`config.mk`:
```
export PLATFORM = sky130hd
export DESIGN_NAME = seg_scan_display
export DESIGN_NICKNAME = d
export VERILOG_FILES = /design/src/rtl/seg_scan_display.sv
export SDC_FILE = /design/constraint.sdc
export NUM_CORES = 1
export LEC_CHECK = 0
export BUFFER_PORTS_ARGS = -buffer_cell sky130_fd_sc_hd__buf_2
export CORE_ASPECT_RATIO = 0.75
export CORE_MARGIN = 2
export CORE_UTILIZATION = 62
export DETAILED_ROUTE_END_ITERATION = 10
export PLACE_DENSITY = 0.83
export REMOVE_ABC_BUFFERS = 1
export SLEW_MARGIN = 10
export SYNTH_ARGS = -nofsm -noshare
export SYNTH_HDL_FRONTEND = slang
export SYNTH_SLANG_ARGS = --single-unit
```
`constraint.sdc`:
```
create_clock -name clk -period 3.59 [get_ports clk]
set_input_delay 0.359 -clock clk [delete_from_list [all_inputs] [get_ports clk]]
set_output_delay 0.359 -clock clk [all_outputs]
set_load 0.03 [all_outputs]
```
`src/rtl/seg_scan_display.sv`:
```
// Multiplexed seven-segment controller: latches a value as hex or as BCD
// (sequential double-dabble), then scans DIGITS digits at a prescaled rate.
module seg_scan_display #(
  parameter int DIGITS     = 4,
  parameter int DATA_W     = 12,
  parameter int PRESCALE   = 50000,
  parameter int ACTIVE_LOW = 1
) (
  input  logic              clk,
  input  logic              rst,
  input  logic [DATA_W-1:0] value,
  input  logic              load,
  input  logic              dec_mode,
  input  logic              blank_lz,
  output logic [6:0]        seg,
  output logic              dp,
  output logic [DIGITS-1:0] an,
  output logic              busy,
  output logic              done
);
  // BCD digits covering the whole DATA_W range, never fewer than DIGITS
  localparam int   BCD_MIN = (DATA_W + 2) / 3;
  localparam int   BCD_N   = (BCD_MIN > DIGITS) ? BCD_MIN : DIGITS;
  localparam int   SRW     = 4 * BCD_N + DATA_W;
  localparam int   CW      = $clog2(DATA_W + 1);
  localparam int   PW      = (PRESCALE > 1) ? $clog2(PRESCALE) : 1;
  localparam int   IW      = (DIGITS > 1) ? $clog2(DIGITS) : 1;
  localparam logic POL     = (ACTIVE_LOW != 0);

  typedef enum logic [1:0] {S_IDLE, S_CAP, S_CONV} state_t;

  state_t                 r_state;
  logic                   r_dec;
  logic [SRW-1:0]         r_sr;
  logic [CW-1:0]          r_cnt;
  logic [DIGITS-1:0][3:0] r_disp;
  logic                   r_ovf;
  logic                   r_busy;
  logic                   r_done;
  logic [PW-1:0]          r_pre;
  logic [IW-1:0]          r_idx;
  logic [DIGITS-1:0]      r_an;
  logic [6:0]             r_seg;

  logic [SRW-1:0]         w_adj;
  logic [SRW-1:0]         w_sr_nx;
  logic [DIGITS-1:0][3:0] w_hex;
  logic [DIGITS-1:0][3:0] w_bcd_lo;
  logic                   w_ovf;
  logic                   w_tick;
  logic [IW-1:0]          w_idx_nx;
  logic [DIGITS-1:0]      w_uz;
  logic [DIGITS-1:0][6:0] w_pat;
  logic [6:0]             w_seg_sel;
  logic [DIGITS-1:0]      w_an_sel;

  function automatic logic [6:0] hex7(input logic [3:0] n);
    case (n)
      4'h0: hex7 = 7'h3F;  4'h1: hex7 = 7'h06;  4'h2: hex7 = 7'h5B;  4'h3: hex7 = 7'h4F;
      4'h4: hex7 = 7'h66;  4'h5: hex7 = 7'h6D;  4'h6: hex7 = 7'h7D;  4'h7: hex7 = 7'h07;
      4'h8: hex7 = 7'h7F;  4'h9: hex7 = 7'h6F;  4'hA: hex7 = 7'h77;  4'hB: hex7 = 7'h7C;
      4'hC: hex7 = 7'h39;  4'hD: hex7 = 7'h5E;  4'hE: hex7 = 7'h79;  default: hex7 = 7'h71;
    endcase
  endfunction

  // one double-dabble iteration: adjust every BCD digit, then shift the lot
  always_comb begin
    w_adj = r_sr;
    for (int k = 0; k < BCD_N; k++)
      if (r_sr[DATA_W+4*k +: 4] >= 4'd5)
        w_adj[DATA_W+4*k +: 4] = r_sr[DATA_W+4*k +: 4] + 4'd3;
    w_sr_nx = {w_adj[SRW-2:0], 1'b0};
  end

  always_comb begin
    w_ovf = 1'b0;
    for (int k = DIGITS; k < BCD_N; k++)
      w_ovf = w_ovf | (|r_sr[DATA_W+4*k +: 4]);
  end

  assign w_hex    = (4*DIGITS)'(r_sr[DATA_W-1:0]);
  assign w_bcd_lo = r_sr[DATA_W +: 4*DIGITS];

  always_ff @(posedge clk) begin
    if (rst) begin
      r_state <= S_IDLE;
      r_dec   <= 1'b0;
      r_sr    <= '0;
      r_cnt   <= '0;
      r_disp  <= '0;
      r_ovf   <= 1'b0;
      r_busy  <= 1'b0;
      r_done  <= 1'b0;
    end else begin
      r_done <= 1'b0;
      case (r_state)
        S_IDLE: if (load) begin
          r_sr    <= SRW'(value);
          r_dec   <= dec_mode;
          r_state <= S_CAP;
        end
        S_CAP: if (!r_dec) begin
          r_disp  <= w_hex;
          r_ovf   <= 1'b0;
          r_done  <= 1'b1;
          r_state <= S_IDLE;
        end else begin
          r_sr    <= w_sr_nx;
          r_cnt   <= CW'(1);
          r_busy  <= 1'b1;
          r_state <= S_CONV;
        end
        S_CONV: if (r_cnt == CW'(DATA_W)) begin
          r_disp  <= w_bcd_lo;
          r_ovf   <= w_ovf;
          r_busy  <= 1'b0;
          r_done  <= 1'b1;
          r_state <= S_IDLE;
        end else begin
          r_sr  <= w_sr_nx;
          r_cnt <= r_cnt + CW'(1);
        end
        default: r_state <= S_IDLE;
      endcase
    end
  end

  assign w_tick   = (r_pre == PW'(PRESCALE - 1));
  assign w_idx_nx = (r_idx == IW'(DIGITS - 1)) ? '0 : r_idx + IW'(1);

  for (genvar d = 0; d < DIGITS; d++) begin : g_dig
    assign w_uz[d]  = ~|r_disp[DIGITS-1:d];
    assign w_pat[d] = r_ovf                        ? 7'h40 :
                      (blank_lz && d > 0 && w_uz[d]) ? 7'h00 : hex7(r_disp[d]);
  end

  always_comb begin
    w_seg_sel = '0;
    w_an_sel  = '0;
    for (int d = 0; d < DIGITS; d++)
      if (w_idx_nx == IW'(d)) begin
        w_seg_sel   = w_pat[d];
        w_an_sel[d] = 1'b1;
      end
  end

  always_ff @(posedge clk) begin
    if (rst) begin
      r_pre <= '0;
      r_idx <= '0;
      r_an  <= {DIGITS{POL}};
      r_seg <= {7{POL}};
    end else if (w_tick) begin
      r_pre <= '0;
      r_idx <= w_idx_nx;
      r_an  <= w_an_sel ^ {DIGITS{POL}};
      r_seg <= w_seg_sel ^ {7{POL}};
    end else begin
      r_pre <= r_pre + PW'(1);
    end
  end

  assign seg  = r_seg;
  assign an   = r_an;
  assign dp   = POL;
  assign busy = r_busy;
  assign done = r_done;
endmodule

```
### Word level (Yosys, flattened, before mapping)

Memories as Yosys holds them, arrays and structs flattened. A register that Yosys moved wholly into a read port is not among the register bits.
Index checks and enable logic that the tools add are counted.

* bits in registers: 83
* memory bits (read-only): 448
* input port bits: 17
* output and inout bits: 14
* word-level logic and storage cells: 115
* memories kept: 4

* $add $sub $neg: 7
* order comparisons: 4
* eq/ne operators: 13
* muxes and demuxes: 50
* bitwise gates (word level): 2
* reduce and logical (&&, ||, !) cells: 20

Memories
* (name not given): depth 16, bits a word 7, read ports 1, clocked after memory_dff 1, wr ports 0, RTL line 58 `case (n)`
* (name not given): depth 16, bits a word 7, read ports 1, clocked after memory_dff 1, wr ports 0, RTL line 58
* (name not given): depth 16, bits a word 7, read ports 1, clocked after memory_dff 1, wr ports 0, RTL line 58
* (name not given): depth 16, bits a word 7, read ports 1, clocked after memory_dff 1, wr ports 0, RTL line 58

Operators by type and width (number)
* two-way mux 28 bit: 3
* one-hot mux 28 bit (3 select lines): 1
* two-way mux 7 bit: 11
* two-way mux 4 bit: 13
* two-way mux 16 bit: 2
* one-hot mux 16 bit (2 select lines): 1
* adder 16 x 1 -> 16 bit, second input constant: 1
* equality test 16 bit, second input constant: 1
* greater-or-equal comparator 4 x 3 -> 1 bit, second input constant: 4
* adder 4 x 2 -> 4 bit, second input constant: 3
* OR reduction 12 bit: 1
* inequality test 2 bit, second input constant: 5
* two-way mux 1 bit: 9
* AND reduction 3 bit: 3
* equality test 2 bit, second input constant: 4
* two-way mux 2 bit: 4
* one-hot mux 4 bit (2 select lines): 1
* OR reduction 8 bit: 1
* NOT 7 bit: 1
* one-hot mux 1 bit (2 select lines): 3
* one-hot mux 2 bit (3 select lines): 1
* adder 4 x 1 -> 4 bit, second input constant: 1
* equality test 2 x 1 -> 1 bit, second input constant: 2
* equality test 4 bit, second input constant: 1
* 13 further kinds: 19

### Logic depth before layout (Yosys ltp)

* depth after elaboration: 9
* depth in mapped cells: 13
* depth with buffers taken out: 11

### Worst setup path before layout

OpenSTA, ideal clock, no wires.

* path kind: reg2reg
* start point: register r_state[0]
* end point: register (tool-made name)
* setup time: 0.122 ns
* arrival time: 2.654 ns
* required time: 3.468 ns
* setup slack: 0.815 ns
* cell stages (with the launch flop): 14
* buffers on the path: 3
* clock period less this slack: 2.775 ns
* cell sequence: dfxtp_1 -> inv_1 -> ha_1 -> buf_2 -> buf_2 -> a22oi_1 -> buf_2 -> nand3_1 -> a21oi_1 -> inv_1 -> ha_1 -> and3_1 -> o32ai_1 -> nand2b_1

RTL lines
* start: declaration: RTL line 32 `state_t r_state;`
* start signal: assignment: RTL line 86 `r_state <= S_IDLE;`
* start signal: assignment: RTL line 100 `r_state <= S_CAP;`
* start signal: assignment: RTL line 106 `r_state <= S_IDLE;`

==> flow_metrics.env <==
export IMPL_worstPathRequired_ns=3.87
export IMPL_min_from="dec_mode"
export IMPL_place_area_mm2=0.00622
export IMPL_synthArstFlopShare_pct=0
export IMPL_boundaryPins=31
export IMPL_hp_class="input pin to flip-flop"
export IMPL_synth_distinct_cells=53
export IMPL_drtIter0Drc=484
export IMPL_gr_total_overflow=0
export IMPL_grt_max_degree=50
export IMPL_report_final_hold_viol_count=0
export IMPL_layout_common_cells="dfxtp_1, nor2_1, inv_1"
export IMPL_rsz0062_at_grt="true"
export IMPL_synth_mux_area_share_pct=8.87
export IMPL_p_int_mw=1.94
export IMPL_fin_nets=748
export IMPL_setup_ws_ns=0.277
export IMPL_wl_mm=13.0
export IMPL_crit_path_max_fanout=13
export IMPL_fp_dieH_um=89.3
export IMPL_r2r_start="r_state[1]"
export IMPL_core_area_mm2=0.00954
export IMPL_cts_htree_levels=3
export IMPL_grt_pass1_vias=4391
export IMPL_die_w_um=118
export IMPL_synth_warnings=0
export IMPL_fp_dieArea_mm2=0.0105
export IMPL_dr_total_vias=4834
export IMPL_synth_top_area_share_pct=36.7
export IMPL_dp_hpwl_mm=9.22
export IMPL_worst_setup_path_start_kind="flip-flop"
export IMPL_synth_area_leaders="dfxtp_1, ha_1, mux2i_1, nor2_1, a21oi_1"
export IMPL_synthAdderAreaFrac_pct=9.79
export IMPL_synth_simple_area_share_pct=15.0
export IMPL_io_buffer_count=29
export IMPL_end_kind="flip-flop"
export IMPL_finalCriticalPeriod_ns=3.31
export IMPL_layout_commonest_cell="dfxtp_1"
export IMPL_ff2ff_path_depth=11
export IMPL_fin_util_pct=68.1
export IMPL_status="finished, final reports clean"
export IMPL_initial_core_util_pct=63.0
export IMPL_cts_hold_buf=0
export IMPL_drc_errors=0
export IMPL_postSynthAreaPerCell_um2=8.90
export IMPL_power_leakage_nw=2.48
export IMPL_gp_congestion=0.914
export IMPL_slew_violations=0
export IMPL_hold_ws_ns=0.264
export IMPL_ys_ff_latch=110
export IMPL_hold_path_depth=3
export IMPL_dp_cells=805
export IMPL_synth_edff_count=0
export IMPL_slew_headroom_pct=35.9
export IMPL_synth_top_family_by_area="compound AO/OA/AOI/OAI gates"
export IMPL_synthCells=675
export IMPL_yosysSeqAreaShare_pct=36.7
export IMPL_design_area_mm2=0.00650
export IMPL_clock_path_buffers=2
export IMPL_syn_area_mm2=0.00601
export IMPL_clock_skew_ns=0.00817
export IMPL_grt_usage_pct=25.2
export IMPL_power_density_mw_per_mm2=419
export IMPL_hold_end="r_dec"
export IMPL_vias_per_cell=5.89
export IMPL_arrival_ns=3.60
export IMPL_synth_flop_cell="dfxtp_1"
export IMPL_yosys_area_top_type="dfxtp_1"
export IMPL_cap_violations=0
export IMPL_cts_buffers=9
export IMPL_p_seq_share_pct=48.9
export IMPL_p_switching_uw=778
export IMPL_place_ws_ns=0.344
export IMPL_drive_gt1_share_pct=11.6
export IMPL_r2r_slack_ns=0.28
export IMPL_clkLatencyLatePin_ns=0.36
export IMPL_criticalPathCategory="flip-flop to flip-flop"
export IMPL_syn_to_final_growth_pct=8.23
export IMPL_synth_xor_area_share_pct=3.35
export IMPL_post_route_period_util_pct=92.3
export IMPL_clkSlewWorstSetupHoldPaths_ns=0.08
export IMPL_wl_per_cell_um=15.8
export IMPL_diodes=0
export IMPL_tightest_slew_ns=0.961
export IMPL_drtAntennaViolNets=0
export IMPL_grt_antenna_before_repair=0
export IMPL_max_clock_freq_mhz=302
export IMPL_fin_cells=821
export IMPL_grt_pass1_wl_mm=21.2
export IMPL_synth_compound_gate_area_share_pct=20.3
export IMPL_cts_tree="done"
export IMPL_p_sw_share_pct=28.6
export IMPL_cts_root_buf="clkbuf_16"
export IMPL_setup_violations=0
export IMPL_rows=31
export IMPL_power_frac_clock_pct=36.0
export IMPL_peakVddDrop_uv=255
export IMPL_dr_pass1_iters=5
export IMPL_comb_power_share_pct=15.2
export IMPL_clock_sinks=110
[layout make-up]
type,count,area (um2)
Sequential cell,110,2200
Tap cell,132,165
Clock inverter,7,55.1
Inverter,48,180
Clock buffer,9,225
Fill cell,739,3040
Multi-Input combinational cell,476,3440
Timing Repair Buffer,39,233
[per-layer routing]
metal	global-route usage [%]	vias up	wire (um)
met3	6.57	13	665
met4	5.70	0	117
met1	34.0	2284	6250
met5	0	-	0
li1	-	2416	-
met2	41.4	121	5970
[cell usage after synthesis, types with 2 or more instances]
master and count:
dfxtp_1 110, nor2_1 64, inv_1 48, ha_1 47
a21oi_1 42, nand2_1 38, mux2i_1 33, a211oi_1 25
clkbuf_1 20, o21ai_0 20, mux2_2 18, a221oi_1 17
nand3_1 17, xnor2_1 13, a2bb2oi_1 12, buf_2 12
nor2b_1 11, nand2b_1 10, xor2_1 10, a22oi_1 9
nand4_1 9, nor3b_1 8, o211ai_1 8, o21a_1 7
o311ai_1 7, a211o_1 6, nor3_1 6, buf_1 5
and2_1 4, and3_1 4, buf_4 4, o22a_1 3
or2_2 3, or3_1 3, a221oi_2 2, and4_1 2
or4_1 2
[metrics by stage]
step | setup TNS (ns) | power, mW
after global routing | -0.135 | 2.83
final | 0 | 2.72
after global placement | 0 | 1.74
after floorplan | 0 | 1.63
after CTS | 0 | 2.72
after detailed placement | 0 | 1.76
[worst max path at each step]
stage / from / end / slack, ns / cells after the start
2_1_floorplan: r_state[0] / flip-flop / 0.59 / 10
3_3_place_gp: r_state[1] / flip-flop / 0.58 / 11
4_1_cts: r_state[1] / flip-flop / 0.30 / 11
3_5_place_dp: r_state[1] / flip-flop / 0.34 / 11
5_1_grt: r_state[1] / flip-flop / -0.04 / 11
6_report: r_state[1] / flip-flop / 0.28 / 11
[critical path, cell delays in order, from the launching register on]
cell and delay [ns]:
dfxtp_1 0.40, inv_1 0.09, ha_1 0.25, nand2b_1 0.38, a22oi_1 0.33, buf_4 0.22, nor2_1 0.07, a211oi_1 0.54
inv_1 0.21, ha_1 0.29, mux2_2 0.28, o21ai_0 0.16
[power by group through the flow]
stage               combinational, mW  sequential [mW]  clock [mW]
finish                          0.413             1.33       0.979
detailed placement              0.405             1.36           0
global route                    0.457             1.34        1.03
CTS                             0.408             1.33       0.983
global placement                0.388             1.36           0
floorplan                       0.291             1.34           0
[what timing repair did]
item / in CTS / in global routing
resized for setup: 0 / 0
setup endpoints to repair: 0 / 7
buffers inserted: 0 / 0
[cell families after synthesis]
kind of cell	count (synthesis)
other	1
muxes	51
xor gates and xnor gates	23
adders and majority gates	47
and+or+nand+nor	185
buffers and inverters	89
AOI/OAI and AO/OA	169
DFF	110
(Power assumes the default switching activity.)
